[src/rtl/core_pkg.sv]
// Shared RV32I core definitions: widths, opcodes, the ID/EX entry record and
// the register-hit/snoop helpers used by the operand stage.
package core_pkg;

    localparam int unsigned XLEN       = 32;
    localparam int unsigned REG_ADDR_W = 5;

    localparam logic [6:0] OPC_OP_IMM = 7'b0010011;
    localparam logic [6:0] OPC_OP     = 7'b0110011;

    typedef struct packed {
        logic [XLEN-1:0]       pc;
        logic [6:0]            opcode;
        logic [2:0]            func3;
        logic [REG_ADDR_W-1:0] rd;
        logic [REG_ADDR_W-1:0] rs1;
        logic [REG_ADDR_W-1:0] rs2;
        logic                  use_imm;
        logic [XLEN-1:0]       a;
        logic [XLEN-1:0]       b;
    } id_ex_entry_t;

    // x0 is hardwired, so a write targeting it never counts as a hit
    function automatic logic reg_hit(input logic                  we,
                                     input logic [REG_ADDR_W-1:0] wr_rd,
                                     input logic [REG_ADDR_W-1:0] rs);
        return we && (wr_rd == rs) && (rs != '0);
    endfunction

    function automatic id_ex_entry_t snoop(input id_ex_entry_t          e,
                                           input logic                  we,
                                           input logic [REG_ADDR_W-1:0] wr_rd,
                                           input logic [XLEN-1:0]       wr_data);
        id_ex_entry_t r;
        r = e;
        if (reg_hit(we, wr_rd, e.rs1)) r.a = wr_data;
        if (!e.use_imm && reg_hit(we, wr_rd, e.rs2)) r.b = wr_data;
        return r;
    endfunction

endpackage

[src/rtl/ex_fwd_mux.sv]
// Resolves one execute operand: EX/MEM result first, then MEM/WB, else the
// value held in the pipeline entry.
module ex_fwd_mux
    import core_pkg::*;
(
    input  logic                  en,
    input  logic [REG_ADDR_W-1:0] rs,
    input  logic [XLEN-1:0]       stored,
    input  logic                  exmem_we,
    input  logic [REG_ADDR_W-1:0] exmem_rd,
    input  logic [XLEN-1:0]       exmem_data,
    input  logic                  memwb_we,
    input  logic [REG_ADDR_W-1:0] memwb_rd,
    input  logic [XLEN-1:0]       memwb_data,
    output logic [XLEN-1:0]       data
);

    always_comb begin
        data = stored;
        if (en) begin
            if (reg_hit(exmem_we, exmem_rd, rs)) begin
                data = exmem_data;
            end else if (reg_hit(memwb_we, memwb_rd, rs)) begin
                data = memwb_data;
            end
        end
    end

endmodule

[src/rtl/id_ex_operand_stage.sv]
// ID/EX pipeline register with a 2-entry skid buffer, operand-B select and
// EX/MEM + MEM/WB forwarding toward the execute units.
module id_ex_operand_stage
    import core_pkg::*;
(
    input  logic                  clk,
    input  logic                  reset_n,
    input  logic                  flush,
    input  logic                  in_valid,
    output logic                  in_ready,
    input  logic [XLEN-1:0]       in_pc,
    input  logic [6:0]            in_opcode,
    input  logic [2:0]            in_func3,
    input  logic [REG_ADDR_W-1:0] in_rd,
    input  logic [REG_ADDR_W-1:0] in_rs1,
    input  logic [REG_ADDR_W-1:0] in_rs2,
    input  logic [XLEN-1:0]       in_rs1_data,
    input  logic [XLEN-1:0]       in_rs2_data,
    input  logic [XLEN-1:0]       in_imm,
    input  logic                  exmem_we,
    input  logic [REG_ADDR_W-1:0] exmem_rd,
    input  logic [XLEN-1:0]       exmem_data,
    input  logic                  memwb_we,
    input  logic [REG_ADDR_W-1:0] memwb_rd,
    input  logic [XLEN-1:0]       memwb_data,
    output logic                  out_valid,
    input  logic                  out_ready,
    output logic [XLEN-1:0]       out_pc,
    output logic [6:0]            out_opcode,
    output logic [2:0]            out_func3,
    output logic [REG_ADDR_W-1:0] out_rd,
    output logic [XLEN-1:0]       out_rs1_data,
    output logic [XLEN-1:0]       out_rs2_data
);

    typedef enum logic [1:0] {StEmpty, StOne, StFull} buf_state_t;

    buf_state_t   state_q, state_d;
    id_ex_entry_t main_q, main_d;
    id_ex_entry_t skid_q, skid_d;
    id_ex_entry_t new_entry, main_snoop, skid_snoop;
    logic         accept, consume;

    // in_ready depends only on the state register, never on out_ready
    assign in_ready  = (state_q != StFull);
    assign out_valid = (state_q != StEmpty);
    assign accept    = in_valid & in_ready;
    assign consume   = out_valid & out_ready;

    always_comb begin
        new_entry.pc      = in_pc;
        new_entry.opcode  = in_opcode;
        new_entry.func3   = in_func3;
        new_entry.rd      = in_rd;
        new_entry.rs1     = in_rs1;
        new_entry.rs2     = in_rs2;
        new_entry.use_imm = (in_opcode == OPC_OP_IMM);
        new_entry.a       = reg_hit(memwb_we, memwb_rd, in_rs1) ? memwb_data : in_rs1_data;
        if (new_entry.use_imm) begin
            new_entry.b = in_imm;
        end else begin
            new_entry.b = reg_hit(memwb_we, memwb_rd, in_rs2) ? memwb_data : in_rs2_data;
        end
    end

    assign main_snoop = snoop(main_q, memwb_we, memwb_rd, memwb_data);
    assign skid_snoop = snoop(skid_q, memwb_we, memwb_rd, memwb_data);

    always_comb begin
        state_d = state_q;
        main_d  = main_snoop;
        skid_d  = skid_snoop;
        unique case (state_q)
            StEmpty: begin
                if (accept) begin
                    main_d  = new_entry;
                    state_d = StOne;
                end
            end
            StOne: begin
                if (accept && !consume) begin
                    skid_d  = new_entry;
                    state_d = StFull;
                end else if (!accept && consume) begin
                    state_d = StEmpty;
                end else if (accept && consume) begin
                    main_d = new_entry;
                end
            end
            StFull: begin
                if (consume) begin
                    main_d  = skid_snoop;
                    state_d = StOne;
                end
            end
            default: state_d = StEmpty;
        endcase
        if (flush) state_d = StEmpty;
    end

    always_ff @(posedge clk) begin
        if (!reset_n) begin
            state_q <= StEmpty;
            main_q  <= '0;
            skid_q  <= '0;
        end else begin
            state_q <= state_d;
            main_q  <= main_d;
            skid_q  <= skid_d;
        end
    end

    assign out_pc     = main_q.pc;
    assign out_opcode = main_q.opcode;
    assign out_func3  = main_q.func3;
    assign out_rd     = main_q.rd;

    ex_fwd_mux u_fwd_a (
        .en         (1'b1),
        .rs         (main_q.rs1),
        .stored     (main_q.a),
        .exmem_we   (exmem_we),
        .exmem_rd   (exmem_rd),
        .exmem_data (exmem_data),
        .memwb_we   (memwb_we),
        .memwb_rd   (memwb_rd),
        .memwb_data (memwb_data),
        .data       (out_rs1_data)
    );

    // Immediate operands pass through untouched
    ex_fwd_mux u_fwd_b (
        .en         (!main_q.use_imm),
        .rs         (main_q.rs2),
        .stored     (main_q.b),
        .exmem_we   (exmem_we),
        .exmem_rd   (exmem_rd),
        .exmem_data (exmem_data),
        .memwb_we   (memwb_we),
        .memwb_rd   (memwb_rd),
        .memwb_data (memwb_data),
        .data       (out_rs2_data)
    );

endmodule

[config.mk]
export PLATFORM = sky130hd
export DESIGN_NAME = id_ex_operand_stage
export DESIGN_NICKNAME = d
export VERILOG_FILES = /design/src/rtl/core_pkg.sv /design/src/rtl/ex_fwd_mux.sv /design/src/rtl/id_ex_operand_stage.sv
export SDC_FILE = /design/constraint.sdc
export NUM_CORES = 1
export LEC_CHECK = 0
export ABC_CLOCK_PERIOD_IN_PS = 3200
export BUFFER_PORTS_ARGS = -buffer_cell sky130_fd_sc_hd__buf_4
export CAP_MARGIN = 10
export CORE_MARGIN = 4
export CORE_UTILIZATION = 43
export CTS_CLUSTER_DIAMETER = 50
export CTS_CLUSTER_SIZE = 10
export DETAILED_ROUTE_END_ITERATION = 10
export PLACE_DENSITY_LB_ADDON = 0.15
export SLEW_MARGIN = 15
export SYNTH_ARGS = -nofsm -noshare
export SYNTH_HDL_FRONTEND = slang
export SYNTH_HIERARCHICAL = 1
export SYNTH_SLANG_ARGS = --single-unit
[constraint.sdc]
create_clock -name clk -period 3.2 [get_ports clk]
set_clock_uncertainty 0.1 [all_clocks]
set_input_delay 0.32 -clock clk [delete_from_list [all_inputs] [get_ports clk]]
set_output_delay 0.32 -clock clk [all_outputs]
set_load 0.05 [all_outputs]
==> results by group, run 1 <==
Floorplan
  – DIE HEIGHT: 205.9 um
  – Initial Util: 43.56%
  – Io pins: 347
  – FP Rows: 72
  – Die ar.: 42380 um2
  – Core region area: 38650 um2
  – Die X: 205.9 um

Power
  – Net Sw Frac: 30.58%
  – Combinational group share of total power: 22.5%
  – Pwr Total: 0.009080 W
  – P_leak: 8.594 nW
  – Sw power: 0.002777 W
  – Flop pwr share: 36.8%
  – Clock Power Share: 40.7%
  – Worst vdd ir: 0.0004176 V
  – Power Density: 429.2 nW/um2
  – P_int: 0.006303 W

Routing
  – DR vias: 16485
  – Initial DRC Count: 1008
  – Vias/cell: 6.061
  – Pre-antenna DRT Iters: 5
  – Post-DRT Antenna Nets: 0
  – Routed WL: 61280 um
  – Wire length per cell: 22.53 um
  – DRC errors left: 0

Timing
  – Worst Hold Slack: 0.01632 ns
  – Slew @ Worst Pin: 0.9614 ns
  – Worst Setup Slack, final: 0.07510 ns
  – Slew HR: 35.91%
  – Setup-failing EPs final: 0
  – Tcrit/Tclk final: 97.65%
  – Fin. max-slew vios: 0
  – Max Freq: 0.3200 GHz
  – Unrepaired setup endpoints after global routing: false
  – Final hold violation count: 0
  – Post-layout minimum cycle time: 3.125 ns

Clock tree
  – CTS tree: built
  – H-tree lvl count: 2
  – Root Buffer: clkbuf_16
  – Clk Latency, worst-skew pair: 0.52 ns
  – Clock Sinks: 246
  – CTS clk-pin slew, worst paths: 0.06 ns
  – CTS max path bufs: 3
  – Total CTS buffers: 37

Yosys
  – Synthesized area: 16840 um2
  – Post-synth EDFFs: 0
  – Synthesized netlist net count: 2181
  – Top cells by area, synth: dfxtp_1 (29%), mux2i_1 (7.5%), nand2_1 (6.4%)
  – Area leader, netlist: dfxtp_1
  – Yosys Warn Count: 6
  – Post-Synthesis Cells: 1944
  – Post-synthesis sequential area ratio: 29.25%
  – Post-synth top flop: dfxtp_1
  – Synth Register Bits: 246
  – Top cell type's share of synthesized area: 29.25%
  – Most instantiated cells after synthesis: nand2_1 (286), dfxtp_1 (246), nand3_1 (131)
  – Async set or reset register ratio after synthesis: 0%
  – Netlist cell types: 67
  – Most common cell in the netlist: nand2_1
  – Mean Syn Cell Area: 8.661 um2

Global routing
  – Vias in the first global route: 16324
  – All-Layer GR Usage: 27.54%
  – Grt ovf: 0
  – First-pass GRT wire length: 93580 um
  – Largest net degree at the start of global routing: 152
  – Initial antenna violation count: 5

Placement
  – DP HPWL: 39570 um
  – Pre-CTS setup slack: 0.3274 ns
  – Routability cong.: 0.8495
  – DP Cell Count: 2573
  – # port buffers: 346

Layout
  – Nets: 2420
  – Share of cells above drive strength 1: 31.21%
  – FF+latch area: 4936 um2
  – Finished Layout Cells: 2720
  – Area growth syn-to-layout: 25.66%
  – Multi-input gate area: 10340 um2
  – Fill count: 3552

Job
  – Number of max-cap violations: 0

Worst setup path
  – Crit Path Category: register to primary output
  – Worst Path Arrival: 2.70 ns
  – CP required: 2.78 ns
  – Crit path max-delay family: compound AO/OA/AOI/OAI gates
  – Critical Path Start Type: register
  – Crit-path max cell delay: 0.56 ns
  – Critical path endpoint category: primary output
  – Worst path most repeated cell: buf_12
  – Critical Path Slowest Stage Cell: or4_4
  – Cell chain of the critical path: or4_4 > o211a_1 > o311ai_4 > buf_12 > buf_12 > o22ai_1 > a2bb2oi_2 > buf_4
  – Worst Path Buf+Inv: 3
  – CP max FO: 17

Min path
  – Min-Delay Path Class: input pin to register

Run status
  – Outcome: complete, no violations
==> routing by layer <==
metal	track usage, %	routed length, um
met1	34.87	25180
met2	46.74	29520
met3	5.649	4556
met4	9.625	1950
met5	0	71
==> cell type report <==
class	instances	area share, %
Multi-Input combinational cell	1409	48.87
Sequential cell	246	23.33
Timing Repair Buffer	483	19.44
Clock buffer	48	4.855
Tap cell	518	3.063
Clock inverter	9	0.3016
Inverter	6	0.1301
Antenna cell	1	0.01183
==> sequential cells by signal, indices dropped and copies added, names as in the netlist <==
signal and count:
main_q 75, out_func3 3, out_opcode 7, out_pc 32, out_rd 5, skid_q 122, state_q 2
==> final timing paths <==
check	from	to	slack, ns	cells past startpoint
worst max-delay path	main_q[72]	out_rs1_data[4]	0.08	8
worst min-delay path	in_imm[7]	main_q[7]	0.02	3
worst max register to register	state_q[1]	main_q[17]	0.36	11
worst min register to register	out_opcode[5]	out_opcode[5]	0.35	2
==> power by group through the flow <==
stage	registers, W	clock network, W	logic, W
2_1_floorplan	0.00336	0	0.00132
3_3_place_gp	0.00339	0	0.00191
3_5_place_dp	0.00340	0	0.00194
4_1_cts	0.00334	0.00378	0.00203
5_1_grt	0.00335	0.00389	0.00218
6_report	0.00334	0.00369	0.00204
==> per-stage QoR <==
| step | util, % | cell area, um2 | setup TNS, ns |
|---|---|---|---|
| after floorplan | - | 16840 | 0 |
| after global placement | 49.42 | 19100 | 0 |
| after detailed placement | 49.42 | 19100 | 0 |
| after CTS | 54.66 | 21120 | -0.001108 |
| after global routing | 54.74 | 21150 | 0 |
| final | 54.74 | 21160 | 0 |
==> worst register-to-register path, cell delays in order, from the launching register on <==
cell	delay, ns
dfxtp_1	0.54
nand2b_2	0.18
nand2_1	0.12
inv_1	0.06
ha_1	0.20
nand4bb_1	0.27
a21oi_4	0.23
buf_12	0.26
buf_12	0.23
nand3_1	0.12
mux2_2	0.29
a41oi_2	0.18
==> cells by family after synthesis <==
family                     after synthesis  synth area share [%]
muxes                                  225                 14.34
adders and majority gates                3                0.2230
xor gates and xnor gates                44                 2.378
other                                    1               0.02227
DFF                                    246                 29.25
AOI/OAI and AO/OA                      575                 28.40
and+or+nand+nor                        561                 15.54
buffers and inverters                  289                 9.854
==> placed cells by master (no fill, tap or decap), types with 37 or more instances in the layout <==
cell type,Yosys,final
buf_4,58,375
nand2_1,286,285
dfxtp_1,246,237
nand3_1,131,130
mux2i_1,126,126
a21oi_1,116,116
mux2_2,89,89
a22oi_1,89,89
dlygate4sd3_1,0,85
nor2_1,71,69
o22ai_1,64,64
o21ai_0,61,61
a2bb2oi_2,60,60
clkbuf_16,0,37
==> timing repair <==
| item | 4_1_cts | 5_1_grt |
|---|---|---|
| gates resized for setup | 4 | 12 |
| setup buffers | 4 | 0 |
| setup endpoints to repair | 53 | 61 |
| endpoints found under the hold margin | 121 | 0 |
| hold buffers | 85 | 0 |
| pin swaps | 3 | 0 |
No activity file was read; power rests on OpenSTA's default activity.
==> inputs of run 2 (changes only) <==
--- a/config.mk
+++ b/config.mk
@@ -14,6 +14,7 @@
 export CTS_CLUSTER_SIZE = 10
 export DETAILED_ROUTE_END_ITERATION = 10
 export PLACE_DENSITY_LB_ADDON = 0.15
+export REMOVE_ABC_BUFFERS = 1
 export SLEW_MARGIN = 15
 export SYNTH_ARGS = -nofsm -noshare
 export SYNTH_HDL_FRONTEND = slang
==> run 2 against run 1 <==
Worst hold slack better by 0.0012 ns. Wire length up 3.8%. Sequential share of layout area down 0.51 points. Clock power up 17%. Fmax down 0.17%. Register-to-register slack worse by 0.18 ns. Cell count up 1.0%. Global-route usage up 0.81 points. Critical endpoint is now out_rs2_data[0]. Largest cell class unchanged.
==> results by group, run 2 (synthesis results as in run 1) <==
Global routing
  – First-pass GRT wire length: 96150 um (+2.7%)
  – All-Layer GR Usage: 28.35% (+0.81 points)
  – Vias in the first global route: 16294 (-0.18%)
  – Grt ovf: 0 (unchanged)
  – Largest net degree at the start of global routing: 152 (unchanged)
  – Initial antenna violation count: 12 (+7)

Timing
  – Slew @ Worst Pin: 1.067 ns (+0.1059 ns)
  – Worst Setup Slack, final: 0.06986 ns (-0.005240 ns)
  – Setup-failing EPs final: 0 (unchanged)
  – Unrepaired setup endpoints after global routing: false
  – Fin. max-slew vios: 0 (unchanged)
  – Post-layout minimum cycle time: 3.130 ns (+0.005240 ns)
  – Final hold violation count: 0 (unchanged)
  – Max Freq: 0.3195 GHz (-0.17%)
  – Tcrit/Tclk final: 97.82% (+0.16 points)
  – Slew HR: 28.77% (-7.1 points)
  – Worst Hold Slack: 0.01754 ns (+0.001218 ns)

Clock tree
  – Total CTS buffers: 40 (+8.1%)
  – CTS max path bufs: 3 (unchanged)
  – Clk Latency, worst-skew pair: 0.53 ns (about the same)
  – H-tree lvl count: 2 (unchanged)
  – Root Buffer: clkbuf_16
  – Clock Sinks: 246 (unchanged)
  – CTS tree: built
  – CTS clk-pin slew, worst paths: 0.05 ns (about the same)

Layout
  – Share of cells above drive strength 1: 32.12% (+0.91 points)
  – Finished Layout Cells: 2748 (+1.0%)
  – Most frequent cells in the layout: buf_4 (380), nand2_1 (283), dfxtp_1 (238)
  – Most common cell after layout, fill and taps aside: buf_4
  – Nets: 2435 (+0.62%)
  – Fill count: 3446 (-3.0%)
  – Final Cell Area: 21650 um2 (+2.3%)
  – Area growth syn-to-layout: 28.57%
  – Largest register FFs: 122 (unchanged)
  – Largest register by flop count: skid_q

Routing
  – Pre-antenna DRT Iters: 6 (+1)
  – Post-DRT Antenna Nets: 0 (unchanged)
  – Initial DRC Count: 1262 (+25%)
  – Wire length per cell: 23.15 um (+2.8%)
  – Vias/cell: 6.108 (+0.78%)
  – DR vias: 16785 (+1.8%)
  – DRC errors left: 0 (unchanged)
  – Routed WL: 63620 um (+3.8%)

Worst setup path
  – Crit-path max cell delay: 0.56 ns (about the same)
  – CP required: 2.78 ns (about the same)
  – Critical Path Slowest Stage Cell: or4_4
  – R2r endpoint: state_q[1]
  – R2R Setup Slk: 0.18 ns (-0.18 ns)
  – Critical Path Start Type: register
  – Crit path max-delay family: compound AO/OA/AOI/OAI gates
  – Worst path most repeated cell: buf_12
  – Worst Path Buf+Inv: 3 (unchanged)
  – R2R depth: 10 (-1)
  – Critical path endpoint category: primary output
  – RR Startpoint: state_q[1]
  – Worst Path Arrival: 2.71 ns (about the same)
  – Crit Path Category: register to primary output
  – CP max FO: 17 (unchanged)
  – Cell chain of the critical path: or4_4 > o211a_1 > o311ai_4 > buf_12 > buf_12 > o22ai_1 > a2bb2oi_1 > buf_4

Placement
  – Placed cell area: 19060 um2 (-0.20%)
  – DP HPWL: 38610 um (-2.4%)
  – # port buffers: 346 (unchanged)
  – Pre-CTS setup slack: 0.07194 ns (-0.2554 ns)
  – DP Cell Count: 2571 (-0.078%)
  – Routability cong.: 0.7997 (-5.9%)

Floorplan
  – Io pins: 347 (unchanged)
  – Initial Util: 43.56% (unchanged)
  – Die X: 205.9 um (unchanged)
  – FP Rows: 72 (unchanged)
  – DIE HEIGHT: 205.9 um (unchanged)
  – Core region area: 38650 um2 (unchanged)
  – Die ar.: 42380 um2 (unchanged)

Job
  – Number of max-cap violations: 0 (unchanged)

Min path
  – Hold EP: main_q[0]
  – Worst Hold Depth: 3 (unchanged)
  – Hold Crit Start: in_imm[0]
  – Min-Delay Path Class: input pin to register

Power
  – Power Density: 449.5 nW/um2 (+4.7%)
  – Pwr Total: 0.009731 W (+7.2%)
  – P_leak: 8.833 nW (+2.8%)
  – Worst vdd ir: 0.0004545 V (+8.8%)

Run status
  – Outcome: complete, no violations
[run 2: through the flow]
stage	utilization [%]	setup TNS, ns
floorplan	-	-664.04
global placement	49.32	0
detailed placement	49.32	0
CTS	55.52	-1.030
global route	55.99	0
finish	56.01	0
[run 2: what timing repair did]
| action | 4_1_cts | 5_1_grt |
|---|---|---|
| endpoints found under the hold margin | 127 | 0 |
| resized for setup | 13 | 17 |
| pin swaps | 4 | 4 |
| endpoints found under the setup margin | 64 | 99 |
| hold buffers | 86 | 0 |
| gates cloned | 3 | 1 |
| buffers inserted | 4 | 9 |
[run 2: area by class of cell]
class	instances	area, um2	area share, %
diodes	4	10.01	0.04624
repair buffers	494	4265	19.70
clock inverters	17	192.7	0.8901
inverters	6	27.53	0.1272
multi-input cells	1410	10420	48.15
well taps	518	648.1	2.994
clock buffers	53	1141	5.271
flip-flops and latches	246	4940	22.82
[run 2: where the power goes]
part | leakage, nW | switching, W | internal, W
clock | 0.646 | 0.00158 | 0.00275
combinational | 6.17 | 0.00121 | 0.000855
sequential | 2.01 | 0.000115 | 0.00322
[run 2: tightest hold or removal path: cells and delay by family]
kind	cells	cell delay (ns)
compound gates	1	0.13
buf+inv	1	0.09
simple gates	1	0.04
[run 2: per-layer routing]
metal / vias to the layer above / share of wire (%) / global-route usage, %
met1: 8185 / 41 / 37.40
met5: - / 0.17 / 0
li1: 7662 / - / -
met4: 16 / 3.1 / 9.815
met2: 772 / 46 / 45.79
met3: 150 / 9.0 / 6.559
[run 2: worst max-delay path by stage]
stage                           from          endpoint  slack [ns]  cells past startpoint
final                     main_q[67]   out_rs2_data[0]        0.07                      8
after global routing      main_q[65]  out_rs2_data[21]       0.001                      9
after CTS                 main_q[68]   out_rs2_data[6]       -0.04                      7
after detailed placement  state_q[1]        out_pc[15]        0.07                     10
after global placement    state_q[1]         out_pc[3]        0.14                     10
after floorplan            in_rs2[2]        main_q[10]       -4.38                      5
